===== src/rtl/df_seq_divider.sv =====
// df_seq_divider: sequential restoring divider, one quotient bit per clock.
// Accepts an unsigned dividend/divisor pair in IDLE, iterates WIDTH cycles in RUN,
// then presents quotient/remainder with a one-cycle done pulse.
//
// state | meaning
// ------+-----------------------------------------------------------
// IDLE  | waiting for start; operands captured when start is seen
// RUN   | one restoring-division iteration per cycle, WIDTH cycles
// DONE  | results valid, done high for this single cycle
module df_seq_divider #(
    parameter int WIDTH = 9
) (
    input  logic             clk,
    input  logic             rst,
    input  logic             start,
    input  logic [WIDTH-1:0] dividend,
    input  logic [WIDTH-1:0] divisor,
    output logic             busy,
    output logic             done,
    output logic [WIDTH-1:0] quotient,
    output logic [WIDTH-1:0] remainder,
    output logic             div_by_zero
);

    localparam int CW = $clog2(WIDTH + 1);

    typedef enum logic [1:0] {
        S_IDLE = 2'd0,
        S_RUN  = 2'd1,
        S_DONE = 2'd2
    } state_t;

    state_t           state;
    state_t           state_nxt;
    logic [WIDTH-1:0] dvd;
    logic [WIDTH-1:0] dvs;
    logic [WIDTH-1:0] rem_p;
    logic [CW-1:0]    cnt;

    logic [WIDTH:0]   shifted;
    logic             ge;
    logic [WIDTH-1:0] trial;
    logic [WIDTH-1:0] rem_nxt;
    logic [WIDTH-1:0] quo_nxt;
    logic             last_iter;

    // One restoring step: the WIDTH+1-bit compare decides the quotient bit; when it
    // passes the true difference is below the divisor, so the low WIDTH bits of the
    // subtraction are exact and the top bit can be dropped.
    always_comb begin
        shifted   = {rem_p, dvd[WIDTH-1]};
        ge        = (shifted >= {1'b0, dvs});
        trial     = shifted[WIDTH-1:0] - dvs;
        rem_nxt   = ge ? trial : shifted[WIDTH-1:0];
        quo_nxt   = {dvd[WIDTH-2:0], ge};
        last_iter = (cnt == CW'(WIDTH - 1));
    end

    // State register.
    always_ff @(posedge clk) begin
        if (rst) state <= S_IDLE;
        else     state <= state_nxt;
    end

    // Next-state logic.
    always_comb begin
        state_nxt = state;
        case (state)
            S_IDLE: if (start) state_nxt = (divisor == '0) ? S_DONE : S_RUN;
            S_RUN:  if (last_iter) state_nxt = S_DONE;
            S_DONE: state_nxt = S_IDLE;
            default: state_nxt = S_IDLE;
        endcase
    end

    // Status outputs decoded from the state.
    always_comb begin
        busy = (state == S_RUN);
        done = (state == S_DONE);
    end

    // Datapath: operand capture, iteration, and result registers written on DONE entry.
    always_ff @(posedge clk) begin
        if (rst) begin
            dvd         <= '0;
            dvs         <= '0;
            rem_p       <= '0;
            cnt         <= '0;
            quotient    <= '0;
            remainder   <= '0;
            div_by_zero <= 1'b0;
        end else begin
            case (state)
                S_IDLE: begin
                    if (start) begin
                        dvd   <= dividend;
                        dvs   <= divisor;
                        rem_p <= '0;
                        cnt   <= '0;
                        if (divisor == '0) begin
                            quotient    <= '1;
                            remainder   <= dividend;
                            div_by_zero <= 1'b1;
                        end
                    end
                end
                S_RUN: begin
                    dvd   <= quo_nxt;
                    rem_p <= rem_nxt;
                    cnt   <= cnt + 1'b1;
                    if (last_iter) begin
                        quotient    <= quo_nxt;
                        remainder   <= rem_nxt;
                        div_by_zero <= 1'b0;
                    end
                end
                default: ;
            endcase
        end
    end

endmodule

===== config.mk =====
export PLATFORM = sky130hd
export DESIGN_NAME = df_seq_divider
export DESIGN_NICKNAME = d
export VERILOG_FILES = /design/src/rtl/df_seq_divider.sv
export SDC_FILE = /design/constraint.sdc
export NUM_CORES = 1
export LEC_CHECK = 0
export CORE_ASPECT_RATIO = 0.7
export CORE_MARGIN = 2
export CORE_UTILIZATION = 54
export CTS_CLUSTER_SIZE = 28
export DETAILED_ROUTE_END_ITERATION = 8
export GPL_ROUTABILITY_DRIVEN = 0
export HOLD_SLACK_MARGIN = 0.08
export PLACE_DENSITY = 0.78
export RECOVER_POWER = 100
export SLEW_MARGIN = 20
export SYNTH_ARGS = -nofsm -noshare
export SYNTH_HDL_FRONTEND = slang
export SYNTH_SLANG_ARGS = --single-unit

===== constraint.sdc =====
create_clock -name clk -period 3.3 [get_ports clk]
set_input_delay 0.99 -clock clk [delete_from_list [all_inputs] [get_ports clk]]
set_output_delay 0.99 -clock clk [all_outputs]
set_load 0.05 [all_outputs]

; ---- Yosys cells after proc, flatten, opt, wreduce, memory -nomap -nowiden
; Index checks and enable logic that the tools add are counted.
[op_classes]
n_eq_ne = 6
reduce_logical = 7
magnitude_cmp = 1
add_sub_neg = 2
muxes = 23
[ops]
columns = operator, n
row1 = two-way mux 9 bit, 9
row2 = one-hot mux 9 bit (2 select lines), 4
row3 = greater-or-equal comparator 10 x 9 -> 1 bit, 1
row4 = logical NOT 9 bit, 1
row5 = subtractor 9 bit, 1
row6 = one-hot mux 4 bit (2 select lines), 1
row7 = two-way mux 2 bit, 3
row8 = AND reduction 2 bit, 3
row9 = adder 4 x 1 -> 4 bit (second input constant), 1
row10 = == test 4 bit (second input constant), 1
row11 = two-way mux 4 bit, 1
row12 = != test 2 bit (second input constant), 2
row13 = one-hot mux 2 bit (2 select lines), 1
row14 = AND reduction 4 bit, 1
row15 = two-way mux 1 bit, 3
row16 = == test 2 x 1 -> 1 bit (second input constant), 1
row17 = == test 2 bit (second input constant), 1
row18 = logical NOT 2 bit, 1
row19 = != test 2 x 1 -> 1 bit (second input constant), 1
row20 = one-hot mux 1 bit (2 select lines), 1
row21 = nonzero test 2 bit, 1
[totals]
in_bits = 21
output_inout_bits = 21
reg_bits = 52
word_cells = 47

; ---- Logic depth before layout (Yosys ltp)
[logic_depth]
word_depth = 4
ltp_mapped = 11
ltp_nobuf = 10

; ---- Least setup slack after synthesis
; No wires, ideal clock.
[synth_timing]
path_type = flip-flop to output port
start = register state[1]
end = output port done
path_stages_with_launch = 3
t_arrival_ns = 1.366
path_buffers = 1
required_ns = 2.310
slack_ns = 0.944
cell_sequence = dfxtp_1 clkbuf_1 nor2b_1
[synth_between]
elab_chain_len = 1
[synth_rtl]
columns = element, line
row1 = from (decl), 33  ; state_t state;
row2 = from (signal assigned), 62  ; else state <= state_nxt;
row3 = == test 2 bit, 79  ; done = (state == S_DONE);
row4 = to (decl), 19  ; output logic done,
; No other way between the ends.

; ---- Worst setup path in the final report
; Same ends and word-level chain as after synthesis.

==> impl_summary.log <==
[metrics] outcome: complete, no violations
[metrics] Starting Density: 56.4%
[metrics] GR Util All Layers: 25.8%
[metrics] peak ir drop on the vdd network: 252 uV
[metrics] final-report hold violation count: 0
[metrics] number of hold buffers added after cts: 0
[metrics] headroom to the max-slew limit: 49.8%
[metrics] critical path launch point type: flop
[metrics] data required time of the worst path: 2310 ps
[metrics] area taken by multi-input logic gates: 1490 um^2
[metrics] number of nets in the final layout: 419
[metrics] syn_nets: 383
[metrics] Leakage Power: 1.34 nW
[metrics] cell area reported after detailed placement: 3180 um^2
[metrics] RSZ-0062 raised after global routing: false
[metrics] clock sink total: 52
[metrics] setup TNS: 0 ps
[metrics] power density cells: 550 nW/um^2
[metrics] clock skew after layout: 7.89 ps
[metrics] post-route antenna net violation count: 0
[metrics] share of layout cells above drive strength 1: 5.17%
[metrics] kind of path behind the tightest hold check: flop to flop
[metrics] total of warnings raised by yosys: 0
[metrics] number of input and output port buffers inserted: 41
[metrics] Global Route met1 Usage: 38.9%
[metrics] CTS H-tree depth: 2
[metrics] crit path time final: 2990 ps
[metrics] Synth Register Bits: 52
[metrics] final wirelength: 6.82 mm
[metrics] arrival time at the worst endpoint: 2000 ps
[metrics] antenna violations before repair: 0
[metrics] Die ar.: 5580 um^2
[metrics] Core Box Area: 4780 um^2
[metrics] Setup violations, final: 0
[metrics] Worst Path Max Fanout: 14
[metrics] die width: 88.5 um
[metrics] clock transition at the registers of the reported paths: 90 ps
[metrics] Setup CP Type: flop to primary output
[metrics] type of destination of the critical path: primary output
[metrics] dominant register cell in the synthesized netlist: dfxtp_1
[metrics] count of cell types in the netlist: 47
[metrics] Placed Cells: 448
[metrics] clock root buffer: clkbuf_8
[metrics] highest-count cells in the layout ignoring fill and taps: nand2_1 (60), dfxtp_1 (52), nor2_1 (47)
[metrics] Final Power: 1.79 mW
[metrics] Worst-Skew Late Latency: 310 ps
[metrics] pin count of the biggest net entering global routing: 38
[metrics] fill cell instance count of the final layout: 402
[metrics] number of core rows: 21
[metrics] dpl ws: 480 ps
[metrics] total count of max-transition violations in the final report: 0
[metrics] Async SR Flop Fraction: 0%
[metrics] die height: 63.1 um
[metrics] length of the first detailed-routing pass in iterations: 6
[metrics] number of buffers inserted during clock tree synthesis: 5
[metrics] global-route wire length before repair: 11.3 mm
[metrics] Fmax: 334 MHz
[metrics] final clock period utilization by the worst path: 90.6%
[metrics] CTS tree: done
[metrics] count of boundary I/O pins: 42
[metrics] count of mapped cells out of synthesis: 350
[metrics] GR Util met3: 4.46%
[metrics] core utilization of the finished layout: 68.2%
[metrics] area taken by flip-flops and latches: 1040 um^2
[metrics] share of the yosys chip area belonging to registers: 38.6%
[metrics] via count of the first global-routing pass: 2361
[metrics] cell area after synthesis: 2700 um^2
[metrics] Routed WL per cell: 15.0 um
[metrics] remaining routing DRC violations: 0
[metrics] routed vias/inst: 5.72
[metrics] Post-CTS Setup Bufs: 0
[metrics] worst-case setup margin in the final layout: 310 ps
[metrics] final instance area: 3260 um^2
[metrics] overall overflow remaining after global route: 0
[metrics] antenna fix cells: 0
[metrics] largest buffer count on any clock path: 2
[metrics] max-cap violation count: 0
[metrics] half-perimeter wire length after placement: 4.93 mm
[metrics] total vias in the final route: 2608
[metrics] DRC violation total after the first TritonRoute iteration: 295
[metrics] slew at the pin with the worst max-slew slack: 751 ps
[metrics] busiest metal layer after global routing: met1
[metrics] count of cells resized by post-cts repair: 0
[metrics] number of enable-type register cells in the synthesized netlist: 0
[metrics] Post-Route Hold Slack: 461 ps
[metrics] commonest non-fill, non-tap cell in the layout: nand2_1
[metrics] synthesized area per cell: 7.70 um^2
[metrics] Area Growth Syn to Fin: 21.0%
[metrics] met2 Resource Use GR: 37.7%
[metrics] final cell count without fillers: 456
## layer usage
metal  part of all wire, %  routed length [um]
met1                    49                3360
met2                    43                2940
met3                   6.7                 455
met4                   1.0                  70
met5                     0                   0
## flip-flops by register name, indices dropped and copies added, names as in the netlist
| register | count |
|---|---|
| cnt | 4 |
| dvd | 9 |
| dvs | 9 |
| rem_p | 9 |
| remainder | 9 |
| quotient | 9 |
| div_by_zero | 1 |
| state | 2 |
## layout make-up
type                    count  share of cell area, %
flip-flops and latches     52                   31.9
inverters                  19                   2.19
multi-input cells         259                   45.7
well taps                  69                   2.65
clock buffers               6                   2.53
clock inverters             2                   1.19
repair buffers             49                   13.8
## cells by family after synthesis
| logic type | after synthesis | share of synthesized area [%] |
|---|---|---|
| adders and majority gates | 12 | 5.85 |
| AOI/OAI and AO/OA | 92 | 22.5 |
| DFF | 52 | 38.6 |
| buffers and inverters | 39 | 5.89 |
| muxes | 5 | 1.95 |
| and+or+nand+nor | 146 | 23.9 |
| xor gates and xnor gates | 4 | 1.30 |
## power breakdown
| part | switching (mW) | total (mW) | internal [mW] | leakage [nW] |
|---|---|---|---|---|
| registers | 0.0369 | 0.715 | 0.678 | 0.425 |
| clock network | 0.218 | 0.466 | 0.248 | 0.0614 |
| logic | 0.374 | 0.611 | 0.237 | 0.850 |
| total | 0.629 | 1.79 | 1.16 | 1.34 |
## synthesized netlist by cell type (2+ instances only)
master,instances,area share (%)
nand2b_1,5,1.2
nor3_1,4,0.74
clkbuf_1,15,2.1
nor2b_1,4,0.93
o21a_1,3,0.84
inv_1,19,2.6
mux2i_1,3,1.1
a21o_1,3,0.84
o21ai_0,18,3.3
buf_2,4,0.74
a21oi_1,28,5.2
nand3_1,5,0.93
nor4_1,8,1.9
nand2_1,60,8.4
nand3b_1,2,0.56
a221oi_1,2,0.65
xnor2_1,3,0.97
nor2_1,47,6.5
a311oi_1,3,0.97
o211ai_1,6,1.7
nand4_1,2,0.46
a31oi_1,6,1.4
and3_1,2,0.46
mux2_2,2,0.84
dfxtp_1,52,39
ha_1,11,5.1
a211oi_1,13,3.6
## worst max-delay path, stage by stage, from the launching register on
cell and delay, ps:
dfxtp_1 610, nor2b_1 200, dlygate4sd3_1 880
## worst paths after layout
kind / endpoint / slack [ps] / from / cells after the start
hold reg to reg: dvs[6] / 460 / dvs[6] / 2
setup reg to reg: remainder[1] / 490 / dvd[8] / 10
setup / recovery: done / 310 / state[1] / 2
hold / removal: dvs[6] / 460 / dvs[6] / 2
Power figures use the tool's default switching activity.
